===== config.mk =====
export PLATFORM = sky130hd
export DESIGN_NAME = rr_requester
export DESIGN_NICKNAME = d
export VERILOG_FILES = /design/src/rtl/rr_requester.sv
export SDC_FILE = /design/constraint.sdc
export NUM_CORES = 1
export LEC_CHECK = 0
export CAP_MARGIN = 20
export CORE_UTILIZATION = 40
export CTS_CLUSTER_SIZE = 28
export DETAILED_ROUTE_END_ITERATION = 7
export HOLD_SLACK_MARGIN = 0.02
export PLACE_DENSITY = 0.59
export SLEW_MARGIN = 20
export SYNTH_ARGS = -nofsm -noshare
export SYNTH_HDL_FRONTEND = slang
export SYNTH_SLANG_ARGS = --single-unit

===== constraint.sdc =====
create_clock -name clk -period 2.3 [get_ports clk]
set_input_delay 0.345 -clock clk [delete_from_list [all_inputs] [get_ports clk]]
set_output_delay 0.345 -clock clk [all_outputs]
set_load 0.005 [all_outputs]

===== src/rtl/rr_requester.sv =====
// rtl/rr_requester.sv - FIFO-buffered round-robin bus requester with bounded bursts
module rr_requester #(
    parameter int DW    = 8,
    parameter int DEPTH = 4,
    parameter int BURST = 4
) (
    input  logic                         clk,
    input  logic                         rst,
    input  logic                         in_valid_i,
    output logic                         in_ready_o,
    input  logic [DW-1:0]                in_data_i,
    output logic                         req_o,
    input  logic                         grant_i,
    output logic                         bus_valid_o,
    output logic [DW-1:0]                bus_data_o,
    output logic                         bus_last_o,
    output logic [$clog2(DEPTH+1)-1:0]   level_o
);

    localparam int LW = $clog2(DEPTH + 1);
    localparam int PW = $clog2(DEPTH);
    localparam int BW = (BURST > 1) ? $clog2(BURST) : 1;

    typedef enum logic [1:0] {
        S_IDLE,
        S_REQ,
        S_GAP
    } state_t;

    state_t          state_q, state_d;
    logic [BW-1:0]   beat_cnt_q, beat_cnt_d;
    logic [PW-1:0]   rd_ptr_q, wr_ptr_q;
    logic [LW-1:0]   level_q, level_d;
    logic [DW-1:0]   mem_q [DEPTH];
    logic            push, pop;

    assign in_ready_o  = (level_q != LW'(DEPTH));
    assign push        = in_valid_i & in_ready_o;
    assign req_o       = (state_q == S_REQ);
    assign bus_valid_o = req_o & grant_i;
    assign pop         = bus_valid_o;
    assign bus_data_o  = mem_q[rd_ptr_q];
    assign level_o     = level_q;
    // Pre-update level: a word pushed during the final beat waits for the next burst.
    assign bus_last_o  = bus_valid_o & ((beat_cnt_q == BW'(BURST - 1)) | (level_q == LW'(1)));

    always_comb begin
        state_d    = state_q;
        beat_cnt_d = beat_cnt_q;
        level_d    = level_q;
        if (push && !pop) begin
            level_d = level_q + 1'b1;
        end else if (pop && !push) begin
            level_d = level_q - 1'b1;
        end
        case (state_q)
            S_IDLE: begin
                if (level_q != '0) begin
                    state_d    = S_REQ;
                    beat_cnt_d = '0;
                end
            end
            S_REQ: begin
                if (bus_last_o) begin
                    state_d = S_GAP;
                end else if (bus_valid_o) begin
                    beat_cnt_d = beat_cnt_q + 1'b1;
                end
            end
            S_GAP: begin
                state_d    = (level_q != '0) ? S_REQ : S_IDLE;
                beat_cnt_d = '0;
            end
            default: state_d = S_IDLE;
        endcase
    end

    always_ff @(posedge clk or negedge rst) begin
        if (!rst) begin
            state_q    <= S_IDLE;
            beat_cnt_q <= '0;
            rd_ptr_q   <= '0;
            wr_ptr_q   <= '0;
            level_q    <= '0;
        end else begin
            state_q    <= state_d;
            beat_cnt_q <= beat_cnt_d;
            level_q    <= level_d;
            if (push) begin
                wr_ptr_q <= wr_ptr_q + 1'b1;
            end
            if (pop) begin
                rd_ptr_q <= rd_ptr_q + 1'b1;
            end
        end
    end

    // Storage needs no reset; stale words are unreachable once the pointers clear.
    always_ff @(posedge clk) begin
        if (push) begin
            mem_q[wr_ptr_q] <= in_data_i;
        end
    end

endmodule


# Yosys cells after proc, flatten, opt, wreduce, memory -nomap -nowiden
# Memory sizes are Yosys's and may differ from the RTL's.
# Cells that the tools add are included.
# classes
muxes,12
eq_ne,9
n_reduce_logical,10
n_bitwise,4
add_sub_neg,5
# op_table
operator,n
one-hot mux 2 bit (3 select lines),2
2-to-1 mux 2 bit,5
adder 2 x 1 -> 2 bit (second input constant),3
2-to-1 mux 3 bit,2
nonzero test 3 bit,2
equality test 2 bit (second input constant),2
inequality test 2 x 1 -> 1 bit (second input constant),2
inequality test 2 bit (second input constant),2
AND reduction 4 bit,1
adder 3 x 1 -> 3 bit (second input constant),1
bitwise AND 1 bit,3
equality test 3 x 1 -> 1 bit (second input constant),1
2-to-1 mux 1 bit,3
inequality test 3 bit (second input constant),1
subtractor 3 x 1 -> 3 bit (second input constant),1
equality test 2 x 1 -> 1 bit (second input constant),1
logical AND 1 bit,2
logical NOT 1 bit,2
logical NOT 2 bit,1
AND reduction 2 bit,1
nonzero test 2 bit,1
OR 1 bit,1
# word_totals
in_bits,12
ramBits,32
wordCells,46
memories,1
output_inout_bits,15
ff_bits,11
# memory_table
memory,words,word_bits,read_ports,rd_ports_with_merged_regs,write_ports,line,text
mem_q,4,8,1,0,1,34,logic [DW-1:0] mem_q [DEPTH];

# Depth between registers and ports, before layout
# Gate-level depths: netlist of run 1.
# depth
word_depth,6
ltp_mapped,7
ltp_nobuf,7

# Worst setup path after synthesis of run 1
# No wires, ideal clock.
# synth_timing
path_kind,register to register
start,reg level_q[0] (netlist: level_o[0])
end,reg level_q[2] (netlist: level_o[2])
setup_time_ns,0.131
required_time_ns,2.169
path_slack_ns,0.604
n_path_buf,0
path_stages_with_launch,8
t_arrival_ns,1.565
synth_period_minus_slack_ns,1.696
path_cell_list,dfrtp_1 -> inv_1 -> ha_1 -> a21boi_2 -> ha_1 -> mux2i_1 -> nor2_1 -> xor2_1
# synth_via
elab_chain_cells,5
word_cells_on_any_way,10
cone_classes,add/sub (2); eq/ne (1); mux (2); bitwise (1); reduce/logical (4)
# synth_lines
item,line,text
from (decl),33,"logic [LW-1:0] level_q, level_d;"
from (signal assigned),88,level_q <= level_d;
branches (longest 5 deep; another with subtractor 3 x 1 -> 3 bit),-,
# Parallel ways; which one is timed is not known. The select of a mux whose other input is x is not followed.
# A chain may end at the register's enable or synchronous reset.

# Worst setup path after layout of run 1
# layout_timing
start,reg rd_ptr_q[0]
end,out bus_data_o[3]
# layout_via
elab_chain_cells,1
# layout_lines
item,line,text
from (decl),32,"logic [PW-1:0] rd_ptr_q, wr_ptr_q;"
from (signal assigned),93,rd_ptr_q <= rd_ptr_q + 1'b1;
memory read (4 x 8 bit),-,
to (decl),15,"output logic [DW-1:0] bus_data_o,"
# Every way passes these cells.

==> impl_metrics.py, run 1 <==
metrics = {
    "status": {
        "outcome": "finished, final reports clean",
    },
    "routing": {
        "avgViaCountPerCell": 4.94,
        "first_pass_iteration_count_of_the_detailed_router": 4,
        "detail-route-antenna-nets": 0,
        "route.detailed.drc": 0,
        "initialDrtViolationCount": 50,
        "dr_wl_met3_um": 108,
        "met1_length_um": 1260,
        "met2RoutedLength_um": 1410,
        "finalWirelength_um": 2850,
        "via_count": 928,
        "top_layer": "met4",
        "route.detailed.wl_per_inst_um": 15.1,
    },
    "clock_tree": {
        "clk_transition_reported_paths_ps": 80,
        "clock_sink_count": 43,
        "cts-buffers-inserted": 5,
        "cts.path.max_buffers": 2,
        "htree_levels": 2,
        "cts_setup_buffers": 0,
        "cts.root.buffer_cell": "sky130_fd_sc_hd__clkbuf_8",
        "clk-insertion-delay-late_ps": 310,
        "cts_tree": "done",
    },
    "floorplanning": {
        "fp-row-count": 24,
        "floorplan.io_pins": 27,
        "design.die.area_sq_um": 4840,
        "core_area_sq_um": 4380,
        "floorplan.initialDensity_pct": 41.7,
        "overall_die_height_um": 69.6,
        "die-width_um": 69.6,
    },
    "finish": {
        "layout.filler_cells": 360,
        "final_instance_count_without_filler_cells": 188,
        "nNetsFinal": 157,
        "area_used_by_multi_input_combinational_logic_sq_um": 558,
        "area.growth.synth_to_final_pct": 24.6,
        "final_layout_size_suffix_gt1_share_pct": 16.2,
        "fin_util_pct": 51.9,
        "ff_latch_area_sq_um": 1240,
        "antenna_diode_count": 0,
    },
    "placement": {
        "detailed_place_hpwl_um": 2000,
        "final_weighted_congestion_in_routability_driven_placement": 0.740,
        "buffers_on_ports": 26,
        "placedCellCount": 180,
    },
    "sta": {
        "timing.final.max_slew_violations": 0,
        "setup_total_negative_slack_ps": 0,
        "final.setup_skew_ps": 10.2,
        "minimum_hold_slack_ps": 381,
        "post-route-period-util_pct": 96.1,
        "worst-slew-pin-transition_ps": 522,
        "clock.fmax_mhz": 452,
        "timing.final.hold_violations": 0,
        "setup_viol": 0,
        "setup_repair_after_global_routing_missed_its_margin": "no",
        "slew-limit-headroom_pct": 65.1,
        "layout_min_cycle_time_ps": 2210,
    },
    "critical_path": {
        "rr_worst_depth": 4,
        "cp.arrival_ps": 1870,
        "critPathLaunch": "rd_ptr_q[0]",
        "cp-endpoint": "bus_data_o[3]",
        "worst-path-max-fanout": 8,
        "cp-start-kind": "register",
        "r2r_slack_ps": 420,
        "timing.rr.end": "mem_q[0][0]",
        "cp-end-kind": "output pin",
        "critPathKind": "register to output pin",
        "critPathRequiredTime_ps": 1960,
        "rr_startpoint": "level_o[0]",
    },
    "global_routing": {
        "grt_antenna_before_repair": 0,
        "grt-ovfl-total": 0,
        "track_usage_pct": 13.7,
        "grt_max_degree": 16,
        "first_global_vias": 1001,
        "wire_length_of_the_first_global_routing_pass_um": 4810,
    },
    "synthesis": {
        "synth_nets": 125,
        "synth.yosys.seq_area_share_pct": 67.6,
        "synth-seq-cells": 43,
        "synthesis.area_sq_um": 1830,
        "synthSimpleGateAreaFrac_pct": 6.57,
        "avgSynthCellArea_sq_um": 17.7,
        "synth_area_in_xor_xnor_pct": 2.87,
        "asyncSetResetFlopFracSynth_pct": 25.6,
        "synth_cell_types": 21,
        "synth-edff-count": 32,
        "synthFlopType": "sky130_fd_sc_hd__edfxtp_1",
        "synth-adder-area-share_pct": 6.84,
        "synth.cells.most_frequent": "32 x sky130_fd_sc_hd__edfxtp_1, 11 x sky130_fd_sc_hd__dfrtp_1, 10 x sky130_fd_sc_hd__ha_1",
        "synth_cells": 103,
        "synth.most_common_cell": "sky130_fd_sc_hd__edfxtp_1",
        "synth.mux.area_fraction_pct": 11.5,
        "synth.top_cell.area_share_pct": 52.6,
        "synthDominantAreaCellType": "sky130_fd_sc_hd__edfxtp_1",
        "synth_area_leaders": "sky130_fd_sc_hd__edfxtp_1 53%, sky130_fd_sc_hd__dfrtp_1 15%, sky130_fd_sc_hd__mux4_2 9.9%",
        "yosysWarnings": 0,
        "synth_top_family_by_area": "multiplexers",
        "compound_cell_area_share_of_the_yosys_netlist_pct": 2.46,
    },
    "power": {
        "ir_worst_vdd_mv": 0.687,
        "p_leak_nw": 0.844,
        "power.total_w": 0.00290,
        "power.density_cell_area_nw_per_um2": 1270,
    },
    "flow_run": {
        "drv.max_cap_violation_count": 0,
    },
    "worst_hold_path": {
        "hold_path_class": "input pin to async pin",
    },
}
[per-stage QoR]
stage | area [sq um] | worst slack [ps]
finish | 2280 | 88.7
floorplan | 1830 | 604
detailed placement | 2160 | 321
global route | 2280 | 4.92
CTS | 2270 | 68.6
global placement | 2160 | 333
[state kept, by name, summed over array words and instances, names as in the netlist]
| register | count |
|---|---|
| level_o | 3 |
| beat_cnt_q | 2 |
| wr_ptr_q | 2 |
| mem_q | 32 |
| rd_ptr_q | 2 |
| state_q | 2 |
[power breakdown]
part           switching [W]  total, W  leakage [nW]  internal (W)
Sequential          0.000157   0.00121         0.426       0.00105
Clock               0.000274  0.000601        0.0548      0.000327
Combinational       0.000435   0.00109         0.364      0.000652
[cells in the final DEF (no fill, tap or decap), types with 5 or more instances in the layout]
cell type,netlist,final
sky130_fd_sc_hd__clkbuf_8,0,5
sky130_fd_sc_hd__edfxtp_1,32,32
sky130_fd_sc_hd__o21ai_0,5,5
sky130_fd_sc_hd__inv_1,6,5
sky130_fd_sc_hd__ha_1,10,10
sky130_fd_sc_hd__dfrtp_1,11,11
sky130_fd_sc_hd__mux4_2,8,8
sky130_fd_sc_hd__clkdlybuf4s50_1,0,26
[critical path: stages (launching register included)]
cell	delay (ps)
sky130_fd_sc_hd__dfrtp_1	440
sky130_fd_sc_hd__buf_12	170
sky130_fd_sc_hd__mux4_2	510
sky130_fd_sc_hd__clkdlybuf4s50_1	460
[worst min path at each step]
stage,startpoint,endpoint,cells past startpoint
final,rst,beat_cnt_q[1],1
after global routing,rst,state_q[0],1
after CTS,rst,state_q[0],1
after detailed placement,beat_cnt_q[0],beat_cnt_q[0],1
after global placement,beat_cnt_q[0],beat_cnt_q[0],1
after floorplan,rst,beat_cnt_q[0],0
[metal layers]
metal | track usage (%) | vias up
met5 | 0 | -
met4 | 8.84 | 0
met3 | 3.49 | 7
met2 | 20.1 | 17
met1 | 18.1 | 458
li1 | - | 446
[what timing repair did]
| item | 4_1_cts | 5_1_grt |
|---|---|---|
| hold buffers | 0 | 0 |
| gates resized for setup | 0 | 2 |
| setup endpoints to repair | 0 | 1 |
[cells by family after synthesis]
logic type | Yosys count
muxes | 11
xor gates and xnor gates | 6
DFF | 43
buffers and inverters | 8
and+or+nand+nor | 18
AOI/OAI and AO/OA | 7
adders and majority gates | 10
[layout make-up]
type	count	share of cell area, %
flip-flops and latches	43	54.3
multi-input cells	52	24.5
repair buffers	27	12.3
clock buffers	5	3.02
well taps	52	2.86
clock inverters	3	2.03
inverters	6	0.989
(Power assumes the default switching activity.)
==> inputs of run 2 (changes only) <==
--- a/config.mk
+++ b/config.mk
@@ -5,7 +5,8 @@
 export SDC_FILE = /design/constraint.sdc
 export NUM_CORES = 1
 export LEC_CHECK = 0
-export CAP_MARGIN = 20
+export ABC_CLOCK_PERIOD_IN_PS = 2300
+export CAP_MARGIN = 0
 export CORE_UTILIZATION = 40
 export CTS_CLUSTER_SIZE = 28
 export DETAILED_ROUTE_END_ITERATION = 7
==> results of run 2 <==
Same layout as run 1: the final DEF is identical, and so are final timing and power.
